### src/rtl/mc_conn_arbiter.sv
// Multicast connection arbiter between the input packet parsers and the output
// crossbar. Each input runs a small IDLE/WAIT/CONN FSM; every free output picks
// a round-robin winner among waiting inputs, and an input is connected only when
// it wins all of its targeted outputs. An aging reservation breaks the livelock
// where two multicast requests each win part of the other's outputs forever.
//
//   state   | meaning
//   --------+------------------------------------------------------------
//   ST_IDLE | no request pending, owns no outputs
//   ST_WAIT | request pending, competing every cycle, age counter running
//   ST_CONN | owns its outputs until eop
module mc_conn_arbiter #(
   parameter int NUM_PORTS = 4,
   parameter int AGE_LIMIT = 15,
   localparam int SEL_W = (NUM_PORTS > 1) ? $clog2(NUM_PORTS) : 1
) (
   input  logic                         clk,
   input  logic                         rst_n,
   input  logic [NUM_PORTS-1:0]         req_i,
   input  logic [NUM_PORTS*NUM_PORTS-1:0] dst_i,
   input  logic [NUM_PORTS-1:0]         eop_i,
   output logic [NUM_PORTS-1:0]         grant_o,
   output logic [NUM_PORTS-1:0]         conn_o,
   output logic [NUM_PORTS*SEL_W-1:0]   mux_sel_o,
   output logic [NUM_PORTS-1:0]         out_active_o,
   output logic [NUM_PORTS-1:0]         starve_o
);

   typedef enum logic [1:0] {ST_IDLE, ST_WAIT, ST_CONN} state_t;

   localparam logic [7:0] AGE_MAX = 8'(AGE_LIMIT);

   state_t                 state_q [NUM_PORTS];
   state_t                 state_d [NUM_PORTS];
   logic [7:0]             age_q   [NUM_PORTS];
   logic [7:0]             age_d   [NUM_PORTS];
   logic [NUM_PORTS-1:0]   dst_q   [NUM_PORTS];
   logic [NUM_PORTS-1:0]   dst_v   [NUM_PORTS];
   logic [SEL_W-1:0]       ptr_q   [NUM_PORTS];
   logic [SEL_W-1:0]       ptr_d   [NUM_PORTS];
   logic [SEL_W-1:0]       mux_sel_q [NUM_PORTS];
   logic [SEL_W-1:0]       mux_sel_d [NUM_PORTS];
   logic [SEL_W-1:0]       win_idx [NUM_PORTS];
   logic [NUM_PORTS-1:0]   win_vld;
   logic [NUM_PORTS-1:0]   active;
   logic [NUM_PORTS-1:0]   res_mask;
   logic [NUM_PORTS-1:0]   grant_d, grant_q;
   logic [NUM_PORTS-1:0]   out_active_d, out_active_q;
   logic                   holder_vld_d, holder_vld_q;
   logic [SEL_W-1:0]       holder_d, holder_q;

   // Unpack the per-input destination masks.
   always_comb begin
      for (int i = 0; i < NUM_PORTS; i++) dst_v[i] = dst_i[i*NUM_PORTS +: NUM_PORTS];
   end

   // Per-output winner selection (reservation first, then round-robin) and all-or-nothing grant.
   always_comb begin
      int idx;
      idx = 0;
      for (int i = 0; i < NUM_PORTS; i++)
         active[i] = (state_q[i] == ST_WAIT) && req_i[i] && (|dst_v[i]);
      res_mask = '0;
      if (holder_vld_q && active[holder_q]) res_mask = dst_v[holder_q];
      for (int o = 0; o < NUM_PORTS; o++) begin
         win_vld[o] = 1'b0;
         win_idx[o] = '0;
         if (!out_active_q[o]) begin
            if (res_mask[o]) begin
               win_vld[o] = 1'b1;
               win_idx[o] = holder_q;
            end else begin
               for (int k = 0; k < NUM_PORTS; k++) begin
                  idx = (int'(ptr_q[o]) + k) % NUM_PORTS;
                  if (!win_vld[o] && active[idx] && dst_v[idx][o]) begin
                     win_vld[o] = 1'b1;
                     win_idx[o] = SEL_W'(idx);
                  end
               end
            end
         end
      end
      for (int i = 0; i < NUM_PORTS; i++) begin
         grant_d[i] = active[i];
         for (int o = 0; o < NUM_PORTS; o++)
            if (dst_v[i][o] && (out_active_q[o] || !win_vld[o] || (win_idx[o] != SEL_W'(i))))
               grant_d[i] = 1'b0;
      end
   end

   // Port FSMs, aging, output ownership, round-robin pointers and reservation holder.
   always_comb begin
      for (int i = 0; i < NUM_PORTS; i++) begin
         state_d[i] = state_q[i];
         age_d[i]   = '0;
         case (state_q[i])
            ST_IDLE: if (req_i[i] && (|dst_v[i])) state_d[i] = ST_WAIT;
            ST_WAIT: begin
               if (grant_d[i])      state_d[i] = ST_CONN;
               else if (!active[i]) state_d[i] = ST_IDLE;
            end
            ST_CONN: if (eop_i[i]) state_d[i] = ST_IDLE;
            default: state_d[i] = ST_IDLE;
         endcase
         // A destination change while waiting restarts the age from zero.
         if (active[i] && !grant_d[i] && (dst_v[i] == dst_q[i]))
            age_d[i] = (age_q[i] == AGE_MAX) ? age_q[i] : age_q[i] + 8'd1;
      end

      out_active_d = out_active_q;
      for (int o = 0; o < NUM_PORTS; o++) begin
         mux_sel_d[o] = mux_sel_q[o];
         ptr_d[o]     = ptr_q[o];
         if (out_active_q[o] && eop_i[mux_sel_q[o]] && (state_q[mux_sel_q[o]] == ST_CONN))
            out_active_d[o] = 1'b0;
      end
      for (int i = 0; i < NUM_PORTS; i++) begin
         for (int o = 0; o < NUM_PORTS; o++) begin
            if (grant_d[i] && dst_v[i][o]) begin
               mux_sel_d[o]    = SEL_W'(i);
               out_active_d[o] = 1'b1;
               ptr_d[o]        = SEL_W'((i + 1) % NUM_PORTS);
            end
         end
      end

      holder_vld_d = holder_vld_q;
      holder_d     = holder_q;
      if (holder_vld_q) begin
         if (grant_d[holder_q] || (state_d[holder_q] != ST_WAIT)) holder_vld_d = 1'b0;
      end else begin
         // Descending scan so the lowest-index starved port is the one kept.
         for (int i = NUM_PORTS - 1; i >= 0; i--) begin
            if ((state_q[i] == ST_WAIT) && (state_d[i] == ST_WAIT) && (age_q[i] == AGE_MAX)) begin
               holder_vld_d = 1'b1;
               holder_d     = SEL_W'(i);
            end
         end
      end
   end

   // State registers; reset drops any in-flight connection.
   always_ff @(posedge clk or negedge rst_n) begin
      if (!rst_n) begin
         for (int i = 0; i < NUM_PORTS; i++) begin
            state_q[i]   <= ST_IDLE;
            age_q[i]     <= '0;
            dst_q[i]     <= '0;
            ptr_q[i]     <= '0;
            mux_sel_q[i] <= '0;
         end
         grant_q      <= '0;
         out_active_q <= '0;
         holder_vld_q <= 1'b0;
         holder_q     <= '0;
      end else begin
         for (int i = 0; i < NUM_PORTS; i++) begin
            state_q[i]   <= state_d[i];
            age_q[i]     <= age_d[i];
            dst_q[i]     <= dst_v[i];
            ptr_q[i]     <= ptr_d[i];
            mux_sel_q[i] <= mux_sel_d[i];
         end
         grant_q      <= grant_d;
         out_active_q <= out_active_d;
         holder_vld_q <= holder_vld_d;
         holder_q     <= holder_d;
      end
   end

   // Output packing.
   always_comb begin
      starve_o = '0;
      if (holder_vld_q) starve_o[holder_q] = 1'b1;
      for (int i = 0; i < NUM_PORTS; i++) begin
         conn_o[i]                    = (state_q[i] == ST_CONN);
         mux_sel_o[i*SEL_W +: SEL_W]  = mux_sel_q[i];
      end
      grant_o      = grant_q;
      out_active_o = out_active_q;
   end

endmodule

### config.mk
export PLATFORM = sky130hd
export DESIGN_NAME = mc_conn_arbiter
export DESIGN_NICKNAME = d
export VERILOG_FILES = /design/src/rtl/mc_conn_arbiter.sv
export SDC_FILE = /design/constraint.sdc
export NUM_CORES = 1
export LEC_CHECK = 0
export ABC_AREA = 1
export BUFFER_PORTS_ARGS = -buffer_cell sky130_fd_sc_hd__buf_4
export CORE_ASPECT_RATIO = 1.2
export CORE_MARGIN = 3
export CORE_UTILIZATION = 30
export CTS_BUF_LIST = sky130_fd_sc_hd__clkbuf_8
export DETAILED_ROUTE_END_ITERATION = 12
export SYNTH_ARGS = -nofsm -noshare
export SYNTH_HDL_FRONTEND = slang
export SYNTH_SLANG_ARGS = --single-unit
### constraint.sdc
create_clock -name clk -period 2.15 [get_ports clk]
set_input_delay 0.645 -clock clk [delete_from_list [all_inputs] [get_ports clk]]
set_output_delay 0.645 -clock clk [all_outputs]
set_load 0.01 [all_outputs]
==> metrics, run 1 <==
CP Cell Sequence=inv_2 > nand2_2 > nor2_4 > buf_12 > buf_4 > nand3_2 > o21ai_2 > nand2_1 > nand2_1 > nand2_2 > nand3_2 > nand2_1 > a21boi_1 > nand2_1 > nand2_2 > nand2_1 > o21ai_2 > nand3_4 > buf_12 > o22ai_4 > buf_4 > o21ai_1 > nand2_1; Initial DRC Count=369; Max Clk Rate=0.350 GHz; crit path max fanout=7; post-synthesis compound-gate area fraction=0.116; I/O Pins=50; Clock transition at path regs=100 ps; Yosys reg bits=83; WL/cell=14.9 um; largest net degree at the start of global routing=50; Final Critical Period=2850 ps; fin. max-slew vios=0; Mean Syn Cell Area=7.12 um2; Core Region=0.0189 mm2; period utilisation layout=1.33; Mapped Cells=816; Starting Density=0.307; final setup violating endpoints=67; dpl ws=-1150 ps; VDD IR max=481 uV; GPL Wtd Cong=0.980; actual slew at the worst max-slew pin=555 ps; PwrDens=948 mW/mm2; status=finished, violations left; clock root buffer=clkbuf_8; RSZ-0062 raised after global routing=yes; port buffer count=49; Max stage delay cell, worst path=dfrtp_1; CTS tree=yes; DRC=0; CP arrival=3180 ps; worst endpoint required time=2470 ps; FFs w/ async S/R, synth=1.00; share of cells above drive strength 1=0.463; XOR/XNOR Fraction of Synth Area=0.0511; sequential-to-total area share from yosys stat=0.358; Tot GR Track Use=0.186; Die Span Y=158 um; post-DP HPWL=15,100 um; number of inserted diodes=0; Crit path top cell by count=nand2_1; Skew-Pair Late Insertion Delay=390 ps; DRT antenna net count=0; final WL=19,700 um; global route overflow=0; mux cell area share after synthesis=0; main combinational cell family by area after synthesis=simple AND/OR/NAND/NOR gates; relative slew slack=0.627; failing checks=negative setup slack; Rows=55; Pre-antenna DRT Iters=5; initial antenna violation count=0; Worst Skew=17.8 ps; simple-gate area share of the yosys netlist=0.381; layout net count=1,090; die area=0.0211 mm2; Static Leakage=4.56 nW; Hold Path Class=input port to asynchronous set/reset pin; Crit Path Class=flop to flop; Post-Synth Adder-Cell Area=0.00862; number of synthesized flops with an enable pin=0; Sink Count=83; Synth-to-Final Area Change=55.4%; Critical Path End Type=flop; # hold bufs at CTS=0; CTS max path bufs=2; final hold vios=0; startpoint types=flop; Vias/cell=4.74; mapped cell area=0.00581 mm2; max-cap violation count=0; Die X=133 um; via count=6,266; first-pass GRT wire length=30,900 um; library cells used by synthesis=50; Main synth FF type=dfrtp_1; H-tree depth=3; Critical Path Max Stage Delay=400 ps; post-route setup slack=-705 ps; yosys warns=0; Power, Total=8.55 mW; Mapped Nets=846; Worst R2R Path Depth=23; vias in the first global route=6,116; number of CTS-inserted buffers=9
==> timing repair <==
item                                    4_1_cts  5_1_grt
endpoints found under the setup margin       70       70
buffers inserted                             20       20
pin swaps                                    39       47
gates resized for setup                     122       89
==> kinds of logic after synthesis <==
kind of cell,Yosys count
flops,83
simple gates,467
compound gates,107
xor+xnor,33
buf+inv,122
fa+ha+maj,4
==> worst paths after layout <==
check                                          from                        to  slack, ps
max                            state_q[7]$_DFF_PN0_      ptr_q[2]$_DFFE_PN0P_       -700
min                                           rst_n      ptr_q[5]$_DFFE_PN0P_        190
max reg2reg                    state_q[7]$_DFF_PN0_      ptr_q[2]$_DFFE_PN0P_       -700
min reg2reg                mux_sel_o[7]$_DFFE_PN0P_  mux_sel_o[7]$_DFFE_PN0P_        540
max in group asynchronous                     rst_n     age_q[13]$_DFFE_PN0P_       1350
min in group clk                           eop_i[2]      state_q[3]$_DFF_PN0_        420
==> power by group <==
group	total (mW)	internal [mW]	switching, mW
clock	1.25	0.608	0.644
sequential	2.06	1.79	0.275
combinational	5.24	2.30	2.94
total	8.55	4.69	3.86
==> per-layer routing <==
layer,share of wire,GRT usage,vias up
met4,0.044,0.0802,0
met3,0.041,0.0326,52
li1,-,-,3128
met2,0.52,0.342,158
met1,0.40,0.214,2928
met5,0,0,-
==> stage by stage <==
stage                     setup TNS, ps   util  instance area, um2  instances  hold slack [ps]
after floorplan                  -21550      -                5930        816              349
after global placement           -61800  0.411                7770       1269              499
after detailed placement         -63100  0.411                7770       1269              505
after CTS                        -33650  0.454                8590       1303              196
after global routing             -47340  0.477                9020       1321              199
final                            -36200  0.477                9020       1321              192
==> Yosys cell counts, types with 3 or more instances <==
| cell | number | area share |
|---|---|---|
| nand2_1 | 231 | 0.15 |
| inv_1 | 87 | 0.056 |
| dfrtp_1 | 83 | 0.36 |
| nand3_1 | 76 | 0.066 |
| nor2_1 | 75 | 0.048 |
| o21ai_0 | 31 | 0.027 |
| xor2_1 | 29 | 0.044 |
| a21oi_1 | 23 | 0.020 |
| inv_2 | 19 | 0.012 |
| nand2_2 | 18 | 0.019 |
| nor2_4 | 15 | 0.029 |
| o21ai_1 | 15 | 0.013 |
| nand4_1 | 9 | 0.0097 |
| nor3_1 | 9 | 0.0078 |
| buf_2 | 7 | 0.0060 |
| nor2_2 | 7 | 0.0075 |
| nand3_2 | 6 | 0.010 |
| nor4_1 | 6 | 0.0065 |
| o21bai_1 | 5 | 0.0065 |
| a211oi_1 | 4 | 0.0052 |
| ha_1 | 4 | 0.0086 |
| nand3b_1 | 4 | 0.0052 |
| o21ai_2 | 4 | 0.0060 |
| a22oi_1 | 3 | 0.0039 |
| buf_4 | 3 | 0.0039 |
| nand3_4 | 3 | 0.0090 |
| o31ai_1 | 3 | 0.0039 |
| xnor2_1 | 3 | 0.0045 |
==> sequential cells by signal, summed over array words and instances (netlist names) <==
name          flops
out_active_o      4
grant_o           4
dst_q            16
holder_vld_q      1
holder_q          2
state_q           8
age_q            32
mux_sel_o         8
ptr_q             8
==> cell type report <==
type / instances / area, um2
timing repair buffer: 245 / 2040
fill: 1864 / 9900
clock buffer: 11 / 151
multi-input combinational: 611 / 3940
clock inverter: 5 / 60.1
tap: 256 / 320
inverter: 110 / 432
sequential: 83 / 2080
==> cell usage in the layout, fill, tap and decap left out, types with 6 or more instances in the layout <==
master,n
buf_4,207
nand2_1,162
inv_1,80
dfrtp_1,78
nand2_2,70
nor2_1,58
nand3_1,52
buf_6,31
xor2_1,28
inv_2,25
nor2_4,24
nand3_2,24
o21ai_0,24
a21oi_1,17
nand2_4,16
nor2_2,15
o21ai_1,14
clkbuf_8,11
nand4_1,9
nand3_4,9
o21ai_2,8
a21oi_2,7
nor4_1,6
buf_12,6
==> critical path, delay by kind of cell (launching register included) <==
family                 cells  cell delay [ps]
and+or+nand+nor           13             1110
buffers and inverters      5              640
AOI/OAI and AO/OA          5              630
DFF                        1              400
Power figures use the tool's default switching activity.
==> inputs of run 2 (changes only) <==
Clock period 2.15 ns to 3.45 ns, I/O delays scaled along.
==> metrics, run 2 (synthesis gave the netlist of run 1 again) <==
status=completed; largest net degree at the start of global routing=48; Hold Path Class=flop to flop; Initial DRC Count=399; number of CTS-inserted buffers=9; Sink Count=83; relative slew slack=0.628; Clock transition at path regs=100 ps; final setup violating endpoints=0; Pre-antenna DRT Iters=5; die area=0.0211 mm2; port buffer count=49; clock root buffer=clkbuf_8; Rows=55; final WL=18,100 um; most common cell after layout, fill and taps aside=nand2_1; DRT antenna net count=0; DP Cell Count=1,190; number of inserted diodes=0; commonest non-fill, non-tap cells in the layout=nand2_1, buf_4, inv_1; fin. max-slew vios=0; GPL Wtd Cong=0.989; Worst R2R Start=holder_q[0]$_DFFE_PN0P_; layout net count=978; CTS tree=yes; dpl cell area=0.00704 mm2; Min-Delay Endpoint=state_q[3]$_DFF_PN0_; period utilisation layout=0.926; Final Critical Period=3190 ps; vias in the first global route=5,603; Worst Skew=18.0 ps; share of cells above drive strength 1=0.247; Crit Path Class=input port to flop; initial antenna violation count=0; global route overflow=0; startpoint types=input port; Crit path top cell by count=nand2_1; final std cells w/o fill=1,209; first-pass GRT wire length=29,000 um; Critical Path Max Stage Delay=190 ps; Tot GR Track Use=0.178; Vias/cell=4.74; I/O Pins=50; via count=5,730; VDD IR max=286 uV; worst endpoint required time=3740 ps; actual slew at the worst max-slew pin=559 ps; Hold Path Depth=1; final hold vios=0; Die X=133 um; Core Region=0.0189 mm2; Starting Density=0.307; largest register by flop count=age_q; max-cap violation count=0; # hold bufs at CTS=0; WL/cell=15.0 um; Worst R2R Path Depth=23; post-DP HPWL=14,600 um; Max Clk Rate=0.313 GHz; max reg flops=32; Critical Path End Type=flop; flop2flop setup slack=470 ps; CTS max path bufs=2; Die Span Y=158 um; Static Leakage=3.85 nW; WP buf/inv=4; CP arrival=3490 ps; CP top delay family=simple AND/OR/NAND/NOR gates; H-tree depth=3; Hold Startpoint=state_q[2]$_DFF_PN0_; DRC=0; crit path max fanout=7; Max stage delay cell, worst path=nand2_1; Min Hold Slack=485 ps; Synth-to-Final Area Change=25.5%; dpl ws=-152 ps; reg-to-reg endpoint=mux_sel_o[6]$_DFFE_PN0P_; Skew-Pair Late Insertion Delay=390 ps; final instance area=0.00729 mm2; PwrDens=596 mW/mm2; biggest registers after layout=age_q: 32 flops, dst_q: 16 flops; post-route setup slack=256 ps
-- run 2: cell count changes in the layout (fill, tap and decap cells not counted), sizes merged --
cell | before | now
clkinvlp | 1 | 2
buf | 245 | 133
inv | 110 | 111
clkbuf | 11 | 9
-- run 2: layer usage --
layer,track usage,share of wire
met1,0.206,0.40
met2,0.305,0.49
met3,0.0354,0.047
met4,0.106,0.056
met5,0,0
-- run 2: worst register-to-register path, cell delays in order (launching register included) --
cell and delay, ps:
dfrtp_1 610, inv_2 50, nand2_1 160, inv_1 140
nand2_1 110, nand3_2 80, nor2_4 190, nand3_2 150
inv_2 80, nand2_1 40, nand2_1 60, inv_2 40
nand2_2 80, inv_2 50, buf_4 130, a21oi_2 160
nor2_2 70, nand3_4 150, inv_4 80, nand2_2 90
clkinv_1 90, nor2_1 140, buf_4 120, nand2_1 40
-- run 2: cell type report --
| cell class | instances | area (um2) |
|---|---|---|
| flip-flops and latches | 83 | 2080 |
| inverters | 110 | 418 |
| clock inverters | 7 | 77.6 |
| multi-input cells | 611 | 3260 |
| repair buffers | 133 | 1010 |
| well taps | 256 | 320 |
| clock buffers | 9 | 124 |
| fillers | 2006 | 11600 |
-- run 2: report_power, final --
group | switching (mW) | internal [mW]
logic | 1.35 | 0.908
registers | 0.235 | 1.11
clock network | 0.404 | 0.340
total | 1.99 | 2.36
-- run 2: worst max path at each step --
stage                        start                     end  depth (start not counted)
after floorplan           dst_i[8]    ptr_q[6]$_DFFE_PN0P_                         22
after CTS                 dst_i[2]  holder_vld_q$_DFF_PN0_                         24
after global placement    dst_i[2]  holder_vld_q$_DFF_PN0_                         24
final                     dst_i[0]    ptr_q[6]$_DFFE_PN0P_                         25
after global routing      dst_i[7]  holder_vld_q$_DFF_PN0_                         24
after detailed placement  dst_i[2]    ptr_q[6]$_DFFE_PN0P_                         22
-- run 2: what timing repair did --
item / CTS / global route
resized for setup: 0 / 6
setup buffers: 0 / 3
endpoints found under the setup margin: 0 / 7
-- run 2: through the flow --
step	util	total power [mW]	TNS [ps]
after floorplan	-	2.81	0
after CTS	0.382	4.37	0
final	0.385	4.35	0
after detailed placement	0.372	3.60	-3670
after global routing	0.385	4.73	-7.86
after global placement	0.372	3.60	-3440
==> inputs of run 3 (changes only) <==
Settings changed: CELL_PAD_IN_SITES_DETAIL_PLACEMENT from default to 1, CELL_PAD_IN_SITES_GLOBAL_PLACEMENT from default to 1, PLACE_DENSITY_LB_ADDON from default to 0.1, SKIP_CTS_REPAIR_TIMING from default to 1.
==> metrics, run 3 (synthesis gave the netlist of run 1 again) <==
H-tree depth=3; final setup violating endpoints=0; crit path max fanout=8; vias in the first global route=6,444; Fillers=2,385; final WL=21,100 um; Tot GR Track Use=0.206; biggest registers after layout=age_q: 32 flops, dst_q: 16 flops; share of cells above drive strength 1=0.291; Critical Path End Type=flop; startpoint types=input port; global route overflow=0; most common cell after layout, fill and taps aside=nand2_1; first-pass GRT wire length=34,200 um; clock root buffer=clkbuf_8; post-DP HPWL=17,400 um; Max Clk Rate=0.309 GHz; worst endpoint required time=3730 ps; largest net degree at the start of global routing=48; GPL Wtd Cong=0.907; DRC=0; Die X=133 um; setup TNS=0 ps; layout net count=1,000; Vias/cell=4.86; commonest non-fill, non-tap cells in the layout=nand2_1, buf_4, inv_1; Synth-to-Final Area Change=31.1%; relative slew slack=0.532; status=completed; final instance area=0.00761 mm2; actual slew at the worst max-slew pin=695 ps; Power, Total=4.61 mW; period utilisation layout=0.939; VDD IR max=280 uV; largest register by flop count=age_q; final hold vios=0; Rows=55; Crit Path Class=input port to flop; Sink Count=83; PwrDens=606 mW/mm2; dpl cell area=0.00718 mm2; port buffer count=49; Starting Density=0.307; DRT antenna net count=0; max-cap violation count=0; Static Leakage=3.98 nW; via count=5,979; CTS tree=yes; Worst Skew=20.0 ps; Skew-Pair Late Insertion Delay=380 ps; Clock transition at path regs=100 ps; number of inserted diodes=0; fin. max-slew vios=0; initial antenna violation count=0; die area=0.0211 mm2; Pre-antenna DRT Iters=4; RSZ-0062 raised after global routing=yes; max reg flops=32; Final Critical Period=3240 ps; Initial DRC Count=195; Hold Path Class=flop to flop; WL/cell=17.2 um; I/O Pins=50; number of CTS-inserted buffers=9; Die Span Y=158 um; CP arrival=3510 ps; Core Region=0.0189 mm2; CTS max path bufs=2
-- run 3: routing by layer --
layer / global-route usage / up-vias / share of wire
met2: 0.373 / 84 / 0.53
li1: - / 2937 / -
met5: 0 / - / 0
met1: 0.237 / 2926 / 0.40
met3: 0.0360 / 32 / 0.035
met4: 0.0960 / 0 / 0.034
-- run 3: cell type report --
type                       instances  area, um2  share of cell area
clock buffer                       9        124              0.0163
multi-input combinational        611       3390               0.446
tap                              256        320              0.0421
sequential                        83       2080               0.273
inverter                         110        418              0.0549
clock inverter                     7       81.3              0.0107
timing repair buffer             155       1200               0.157
-- run 3: final timing paths --
path	depth (start not counted)	endpoint	start	slack, ps
max in group asynchronous	2	dst_q[14]$_DFF_PN0_	rst_n	2160
hold reg to reg	1	state_q[3]$_DFF_PN0_	state_q[2]$_DFF_PN0_	480
min in group asynchronous	1	age_q[6]$_DFFE_PN0P_	rst_n	610
setup / recovery	24	ptr_q[6]$_DFFE_PN0P_	dst_i[12]	210
setup reg to reg	20	ptr_q[4]$_DFFE_PN0P_	ptr_q[6]$_DFFE_PN0P_	320
hold / removal	1	state_q[3]$_DFF_PN0_	state_q[2]$_DFF_PN0_	480
-- run 3: critical path: stages --
cell      delay (ps)
buf_4            120
nor2_4           130
nand2_4           80
buf_4            150
nand3_1           70
nand2_1          100
nand2_1          110
buf_4            110
inv_1             30
a21boi_0         190
nand2_1           90
nand2_1           60
nand2_1           70
nand2_2           80
nand2_1           60
nor2_2           110
nor2_2            50
nor2_4           130
nand3_4          190
buf_4            210
o22ai_4          140
nor2_4            70
nand2_1           60
nand2_1           60
-- run 3: through the flow --
stage	setup WS [ps]	util	hold WS [ps]	cells
after detailed placement	-355	0.379	468	1207
after global placement	-339	0.379	458	1207
after global routing	-28.6	0.402	506	1231
after floorplan	351	-	445	816
after CTS	37.8	0.390	478	1223
final	211	0.402	482	1231
-- run 3: power by group --
group	internal [mW]	switching, mW	total [mW]
clock	0.347	0.407	0.754
combinational	0.990	1.56	2.55
sequential	1.11	0.194	1.30
